--- config.mk ---
export PLATFORM = sky130hd
export DESIGN_NAME = multicycle_control_fsm
export DESIGN_NICKNAME = d
export VERILOG_FILES = /design/src/rtl/multicycle_control_fsm.sv
export SDC_FILE = /design/constraint.sdc
export NUM_CORES = 1
export LEC_CHECK = 0
export CORE_UTILIZATION = 25
export CTS_CLUSTER_DIAMETER = 150
export DETAILED_ROUTE_END_ITERATION = 12
export GPL_TIMING_DRIVEN = 1
export PLACE_DENSITY = 0.54
export SETUP_SLACK_MARGIN = 0.5
export SYNTH_ARGS = -nofsm -noshare
export SYNTH_HDL_FRONTEND = slang
export SYNTH_SLANG_ARGS = --single-unit
--- constraint.sdc ---
create_clock -name clk -period 3.55 [get_ports clk]
set_clock_uncertainty 0.2 [all_clocks]
set_input_delay 1.065 -clock clk [delete_from_list [all_inputs] [get_ports clk]]
set_output_delay 1.065 -clock clk [all_outputs]
set_load 0.01 [all_outputs]
--- src/rtl/multicycle_control_fsm.sv ---
// Control sequencer for the shared-memory, single-ALU MIPS multicycle datapath.
// Walks each instruction through fetch/decode/execute/memory/writeback, stalls
// on the memory ready handshake, traps on unknown opcodes and counts retirements.
module multicycle_control_fsm #(
  parameter int CNT_W = 32
) (
  input  logic             clk,
  input  logic             reset,
  input  logic [5:0]       opcode,
  input  logic             mem_ready,
  output logic             pc_write,
  output logic             pc_write_cond,
  output logic [1:0]       pc_source,
  output logic             i_or_d,
  output logic             mem_read,
  output logic             mem_write,
  output logic             ir_write,
  output logic             mdr_write,
  output logic             mem_to_reg,
  output logic             reg_dst,
  output logic             reg_write,
  output logic             link,
  output logic             alu_src_a,
  output logic [1:0]       alu_src_b,
  output logic [1:0]       alu_op,
  output logic [3:0]       state,
  output logic             instr_retired,
  output logic [CNT_W-1:0] retired_count,
  output logic             illegal_op
);

  typedef enum logic [3:0] {
    S_FETCH     = 4'd0,
    S_DECODE    = 4'd1,
    S_MEM_ADDR  = 4'd2,
    S_MEM_READ  = 4'd3,
    S_MEM_WB    = 4'd4,
    S_MEM_WRITE = 4'd5,
    S_EXEC_R    = 4'd6,
    S_R_WB      = 4'd7,
    S_BRANCH    = 4'd8,
    S_JUMP      = 4'd9,
    S_JR_EXEC   = 4'd10,
    S_TRAP      = 4'd11
  } state_t;

  localparam logic [5:0] OP_RTYPE = 6'b000000;
  localparam logic [5:0] OP_LW    = 6'b100011;
  localparam logic [5:0] OP_SW    = 6'b101011;
  localparam logic [5:0] OP_BEQ   = 6'b000100;
  localparam logic [5:0] OP_JAL   = 6'b000011;
  localparam logic [5:0] OP_JR    = 6'b001000;

  state_t           state_q;
  state_t           state_d;
  logic [CNT_W-1:0] count_q;
  logic             illegal_q;

  // Next-state selection; memory states hold until the access completes.
  always_comb begin
    state_d = state_q;
    case (state_q)
      S_FETCH:     if (mem_ready) state_d = S_DECODE;
      S_DECODE: begin
        case (opcode)
          OP_RTYPE:      state_d = S_EXEC_R;
          OP_LW, OP_SW:  state_d = S_MEM_ADDR;
          OP_BEQ:        state_d = S_BRANCH;
          OP_JAL:        state_d = S_JUMP;
          OP_JR:         state_d = S_JR_EXEC;
          default:       state_d = S_TRAP;
        endcase
      end
      S_MEM_ADDR:  state_d = (opcode == OP_LW) ? S_MEM_READ : S_MEM_WRITE;
      S_MEM_READ:  if (mem_ready) state_d = S_MEM_WB;
      S_MEM_WB:    state_d = S_FETCH;
      S_MEM_WRITE: if (mem_ready) state_d = S_FETCH;
      S_EXEC_R:    state_d = S_R_WB;
      S_R_WB:      state_d = S_FETCH;
      S_BRANCH:    state_d = S_FETCH;
      S_JUMP:      state_d = S_FETCH;
      S_JR_EXEC:   state_d = S_FETCH;
      S_TRAP:      state_d = S_TRAP;
      default:     state_d = S_FETCH;
    endcase
  end

  // Control decode from the registered state; the ready-qualified strobes are
  // Mealy so the IR/PC/MDR load lands on the exact cycle memory completes.
  always_comb begin
    pc_write      = 1'b0;
    pc_write_cond = 1'b0;
    pc_source     = 2'b00;
    i_or_d        = 1'b0;
    mem_read      = 1'b0;
    mem_write     = 1'b0;
    ir_write      = 1'b0;
    mdr_write     = 1'b0;
    mem_to_reg    = 1'b0;
    reg_dst       = 1'b0;
    reg_write     = 1'b0;
    link          = 1'b0;
    alu_src_a     = 1'b0;
    alu_src_b     = 2'b00;
    alu_op        = 2'b00;
    instr_retired = 1'b0;
    if (!reset) begin
      case (state_q)
        S_FETCH: begin
          mem_read  = 1'b1;
          alu_src_b = 2'b01;
          ir_write  = mem_ready;
          pc_write  = mem_ready;
        end
        S_DECODE: begin
          alu_src_b = 2'b11;
        end
        S_MEM_ADDR: begin
          alu_src_a = 1'b1;
          alu_src_b = 2'b10;
        end
        S_MEM_READ: begin
          mem_read  = 1'b1;
          i_or_d    = 1'b1;
          mdr_write = mem_ready;
        end
        S_MEM_WB: begin
          reg_write     = 1'b1;
          mem_to_reg    = 1'b1;
          instr_retired = 1'b1;
        end
        S_MEM_WRITE: begin
          mem_write     = 1'b1;
          i_or_d        = 1'b1;
          instr_retired = mem_ready;
        end
        S_EXEC_R: begin
          alu_src_a = 1'b1;
          alu_op    = 2'b10;
        end
        S_R_WB: begin
          reg_write     = 1'b1;
          reg_dst       = 1'b1;
          instr_retired = 1'b1;
        end
        S_BRANCH: begin
          alu_src_a     = 1'b1;
          alu_op        = 2'b01;
          pc_write_cond = 1'b1;
          pc_source     = 2'b01;
          instr_retired = 1'b1;
        end
        S_JUMP: begin
          // PC already holds PC+4 here, so it is the link value.
          pc_write      = 1'b1;
          pc_source     = 2'b10;
          reg_write     = 1'b1;
          link          = 1'b1;
          instr_retired = 1'b1;
        end
        S_JR_EXEC: begin
          pc_write      = 1'b1;
          pc_source     = 2'b11;
          instr_retired = 1'b1;
        end
        default: begin
        end
      endcase
    end
  end

  // State register, retirement counter and sticky illegal-opcode flag.
  always_ff @(posedge clk) begin
    if (reset) begin
      state_q   <= S_FETCH;
      count_q   <= '0;
      illegal_q <= 1'b0;
    end else begin
      state_q <= state_d;
      if (instr_retired) count_q <= count_q + CNT_W'(1);
      if (state_d == S_TRAP) illegal_q <= 1'b1;
    end
  end

  assign state         = state_q;
  assign retired_count = count_q;
  assign illegal_op    = illegal_q;

endmodule

==> Yosys cells after proc, flatten, opt, wreduce, memory -nomap -nowiden <==
Cells that the tools add are included.
{ "totals": {"register_bits": 37, "latchBits": 0, "ram_bits": 0, "romBits": 0, "input_bits": 9, "output_inout_bits": 56, "wordCells": 68, "n_memories": 0} }
{ "classes": {"n_addsub": 1, "multipliers": 0, "n_div": 0, "order_cmp": 0, "n_eq_ne": 17, "shift": 0, "muxes": 38, "bitwise": 0, "n_reduce_logical": 9} }
{ "ops": {"columns": ["cell", "count"], "rows": [
  ["$add A32 B1 Y32 const B", 1],
  ["$pmux W4 S7", 1],
  ["$mux W1", 24],
  ["$eq A4 B4 Y1 const B", 5],
  ["$pmux W4 S5", 1],
  ["$eq A4 B3 Y1 const B", 4],
  ["$eq A6 B6 Y1 const B", 2],
  ["$mux W4", 3],
  ["$pmux W2 S3", 2],
  ["$eq A4 B2 Y1 const B", 2],
  ["$reduce_or A2 Y1", 4],
  ["$eq A6 B2 Y1 const B", 1],
  ["$eq A6 B3 Y1 const B", 1],
  ["$eq A6 B4 Y1 const B", 1],
  ["$logic_not A6 Y1", 1],
  ["$mux W2", 3],
  ["$reduce_or A3 Y1", 2],
  ["$reduce_or A5 Y1", 1],
  ["$eq A4 B1 Y1 const B", 1],
  ["$logic_not A4 Y1", 1],
  ["$pmux W1 S2", 2],
  ["$pmux W2 S2", 1],
  ["$mux W3", 1]
]} }

==> Logic depth before layout (Yosys ltp) <==
{ "logic_depth": {"depth_word": 5, "ltp_mapped": 7, "mapped_depth_nobuf": 5} }

==> Worst setup path after synthesis <==
No wires, ideal clock.
{ "synth_path": {"path_type": "input -> output", "from": "input reset", "to": "output pc_write", "t_arrival_ns": 2.033, "required_time_ns": 2.285, "slack_ns": 0.252, "stages": 5, "n_path_buf": 1, "path_cell_list": "clkbuf_1 nor3_1 nand2_1 nor3_1 or2_2"} }
{ "synth_between": {"elab_chain_cells": 1} }
{ "synth_rtl": {"columns": ["item", "line_no", "source"], "rows": [
  ["start, declared", "8", "input logic reset,"],
  ["$mux W1", "107", "if (!reset) begin"],
  ["end, declared", "11", "output logic pc_write,"]
]} }
No other way between the ends.

==> Worst setup path in the final report <==
{ "layout_path": {"from": "input reset", "to": "output pc_source[0]"} }
{ "layout_between": {"elab_chain_cells": 1} }
{ "layout_rtl": {"columns": ["item", "line_no", "source"], "rows": [
  ["$mux W2", "107", null],
  ["end, declared", "13", "output logic [1:0] pc_source,"]
]} }
No other way between the ends.

==> impl_metrics.csv <==
group,metric,value,unit
layout,fillers,881,
layout,multi_input_area,1395,um^2
synth,yosysTopAreaCellShare,0.3379,
synth,ys_top_cells_by_count,"dfxtp_1, a21oi_1, nor2_1",
detailed_routing,wl_per_cell,13.41,um
synth,synth_cell_types,46,
detailed_routing,vias_per_cell,5.079,
clocking,clkSinkCount,37,
critical_path,crit_chain,"buf_12 -> buf_4 -> nor3_1 -> clkdlybuf4s15_1",
min_path,holdPathStages,2,
sta,slew_headroom,0.7287,
floorplanning,row_count,33,
placed_design,dpl.cell_count,448,
clocking,postCtsHoldBufs,0,
critical_path,cpPeakStageDelay,0.28,ns
synth,syn_area,2192,um^2
clocking,cts_setup_buffers,0,
layout,antennaDiodeCount,0,
synth,synthFlopType,"dfxtp_1",
sta,fin_crit_sh,0.8527,
clocking,cts_root_buf,"clkbuf_8",
critical_path,cpLargestDelayFamily,"buffers and inverters",
synth,ys_seq_area_frac,0.3379,
critical_path,startpoint_type,"primary input",
placed_design,hpwlAfterDp,4409,um
global_routing,grt-ovfl-total,0,
min_path,hold_class,"flop to flop",
critical_path,worstPathArrival,1.76,ns
layout,area.growth.synth_to_final,41.27,%
pwr,p_leak,0.001041,uW
floorplanning,coreArea,8341,um^2
clocking,htreeDepth,2,
critical_path,path_max_fanout,8,
synth,syn_inst,283,
clocking,cts_tree,"built",
global_routing,track_usage,0.1404,
critical_path,cpMaxStageDelayCell,"clkdlybuf4s15_1",
synth,ys_ff_latch,37,
floorplanning,dieArea,9147,um^2
clocking,clockBufferDepth,2,
clocking,clkLatencyLatePin,0.29,ns
synth,synth_top_cell_by_area,"dfxtp_1",
critical_path,r2r_cells,7,
sta,fmax,330.4,MHz
floorplanning,ioPinCount,65,
detailed_routing,firstDrtPassIters,5,
sta,worst_pin_slew,0.4070,ns
synth,synth_edf_count,0,
run,maxCapViolCount,0,
global_routing,grt_max_degree,35,
synth,postSynthAreaPerCell,7.746,um^2
layout,nets,360,
critical_path,path_class,"primary input to primary output",
pwr,p_per_area,430.7,nW/um^2
pwr,ir_drop,0.1935,mV
status,status,"finished, final reports clean",
sta,setup_viol,0,
global_routing,antenna_found_initial,0,
clocking,cts_buffers,5,
synth,synthArstFlopShare,0,
critical_path,crit_path_start,"reset",
global_routing,grt_pass1_vias,2201,
detailed_routing,ant_nets,0,
sta,finalCriticalPeriod,3.027,ns
critical_path,cp-end-kind,"primary output",
critical_path,cp.depth,4,
layout,instances_no_fill,456,
sta,drv_slew,0,
sta,hold_violations,0,
sta,holdWs,0.2687,ns
layout,final-seq-area,744.5,um^2
synth,ys_warn_count,0,
floorplanning,die_h,95.64,um
floorplanning,die_w,95.64,um
min_path,min_from,"illegal_op",
detailed_routing,drt-total-wl,6115,um
critical_path,crit_buf_inv,3,
floorplanning,initial_core_util,0.2628,
detailed_routing,vias,2316,
sta,rsz0062_at_grt,"true",
critical_path,required,2.28,ns
synth,synth_most_common_cell,"dfxtp_1",
synth,synth_area_leaders,"dfxtp_1, a21oi_1, or4_1, xor2_1, nor2_1",
clocking,clk_pin_slew,0.07,ns
detailed_routing,drt_iter0_markers,38,
placed_design,routabilityCongestion,0.7349,
critical_path,r2r_start,"state[0]",
detailed_routing,drcViolationCount,0,
layout,drive_gt1_frac,0.1909,
placed_design,io_buffers,64,
global_routing,grt_pass1_wl,10320,um
synth,syn-num-nets,293,
==> area by class of cell <==
cell class / instances / area share
Clock inverter: 2 / 0.01212
Sequential cell: 37 / 0.2404
Clock buffer: 6 / 0.02667
Inverter: 9 / 0.01091
Multi-Input combinational cell: 220 / 0.4505
Tap cell: 105 / 0.04242
Timing Repair Buffer: 77 / 0.2170
==> stage by stage <==
step / setup WS (ns) / instance area [um^2] / utilization / TNS, ns / total power [uW]
3_5_place_dp: -0.3274 / 2997 / 0.3593 / -0.9771 / 961.4
4_1_cts: 0.3822 / 3113 / 0.3732 / 0 / 1343
5_1_grt: 0.4606 / 3097 / 0.3713 / 0 / 1419
2_1_floorplan: 0.4784 / 2221 / - / 0 / 764.8
6_report: 0.5230 / 3097 / 0.3713 / 0 / 1334
3_3_place_gp: -0.3379 / 2997 / 0.3593 / -0.9812 / 962.2
==> state kept, by name, summed over array words and instances (netlist names) <==
| name | count |
|---|---|
| illegal_op | 1 |
| retired_count | 32 |
| state | 4 |
==> cells by family (layout without fill, tap and decap cells) <==
group,count (synthesis),after routing,synth area share
compound gates,63,63,0.1667
xor+xnor,11,11,0.04395
mux,2,2,0.009703
buf+inv,26,94,0.05536
fa+ha+maj,1,1,0.005707
flops,37,37,0.3379
simple gates,143,143,0.3807
==> cells in the final DEF, fill, tap and decap left out, types with 3 or more instances in the layout <==
| cell | instances |
|---|---|
| xor2_1 | 10 |
| nand3_1 | 13 |
| dfxtp_2 | 3 |
| inv_1 | 8 |
| and3_1 | 4 |
| clkdlybuf4s50_1 | 43 |
| dfxtp_1 | 34 |
| or4_1 | 12 |
| clkbuf_8 | 6 |
| nor4_1 | 4 |
| or3_1 | 11 |
| nor3_1 | 12 |
| nand2_1 | 19 |
| o21ai_0 | 15 |
| o31ai_1 | 10 |
| nor2b_1 | 5 |
| a21oi_1 | 30 |
| nand2b_1 | 3 |
| buf_4 | 13 |
| buf_2 | 10 |
| nand4_1 | 9 |
| nor2_1 | 23 |
| clkbuf_2 | 5 |
==> where the power goes <==
| part | total, uW | switching, uW | internal (uW) |
|---|---|---|---|
| registers | 487 | 49.3 | 438 |
| clock network | 384 | 155 | 229 |
| logic | 463 | 255 | 208 |
==> metal layers <==
layer / up-vias / global-route usage / part of all wire
met5: - / 0 / 0
met4: 0 / 0.02985 / 0.0082
met3: 7 / 0.03509 / 0.044
met2: 47 / 0.2262 / 0.47
met1: 1093 / 0.1884 / 0.48
li1: 1169 / - / -
==> worst reg2reg max path, delay by kind of cell (launching register included) <==
kind | cells | cell delay [ns]
simple gates | 2 | 0.88
flops | 1 | 0.47
buf+inv | 2 | 0.42
compound gates | 2 | 0.32
xor+xnor | 1 | 0.09
==> timing repair <==
item                       CTS  global route
setup endpoints to repair   24            11
pin swaps                    1             3
resized for setup           70            16
hold endpoints to repair     0             0
==> worst paths after layout <==
kind,endpoint,slack (ns)
setup / recovery,pc_source[0],0.52
hold / removal,illegal_op,0.27
setup reg to reg,retired_count[14],1.10
hold reg to reg,illegal_op,0.27
No activity file was read; power rests on OpenSTA's default activity.
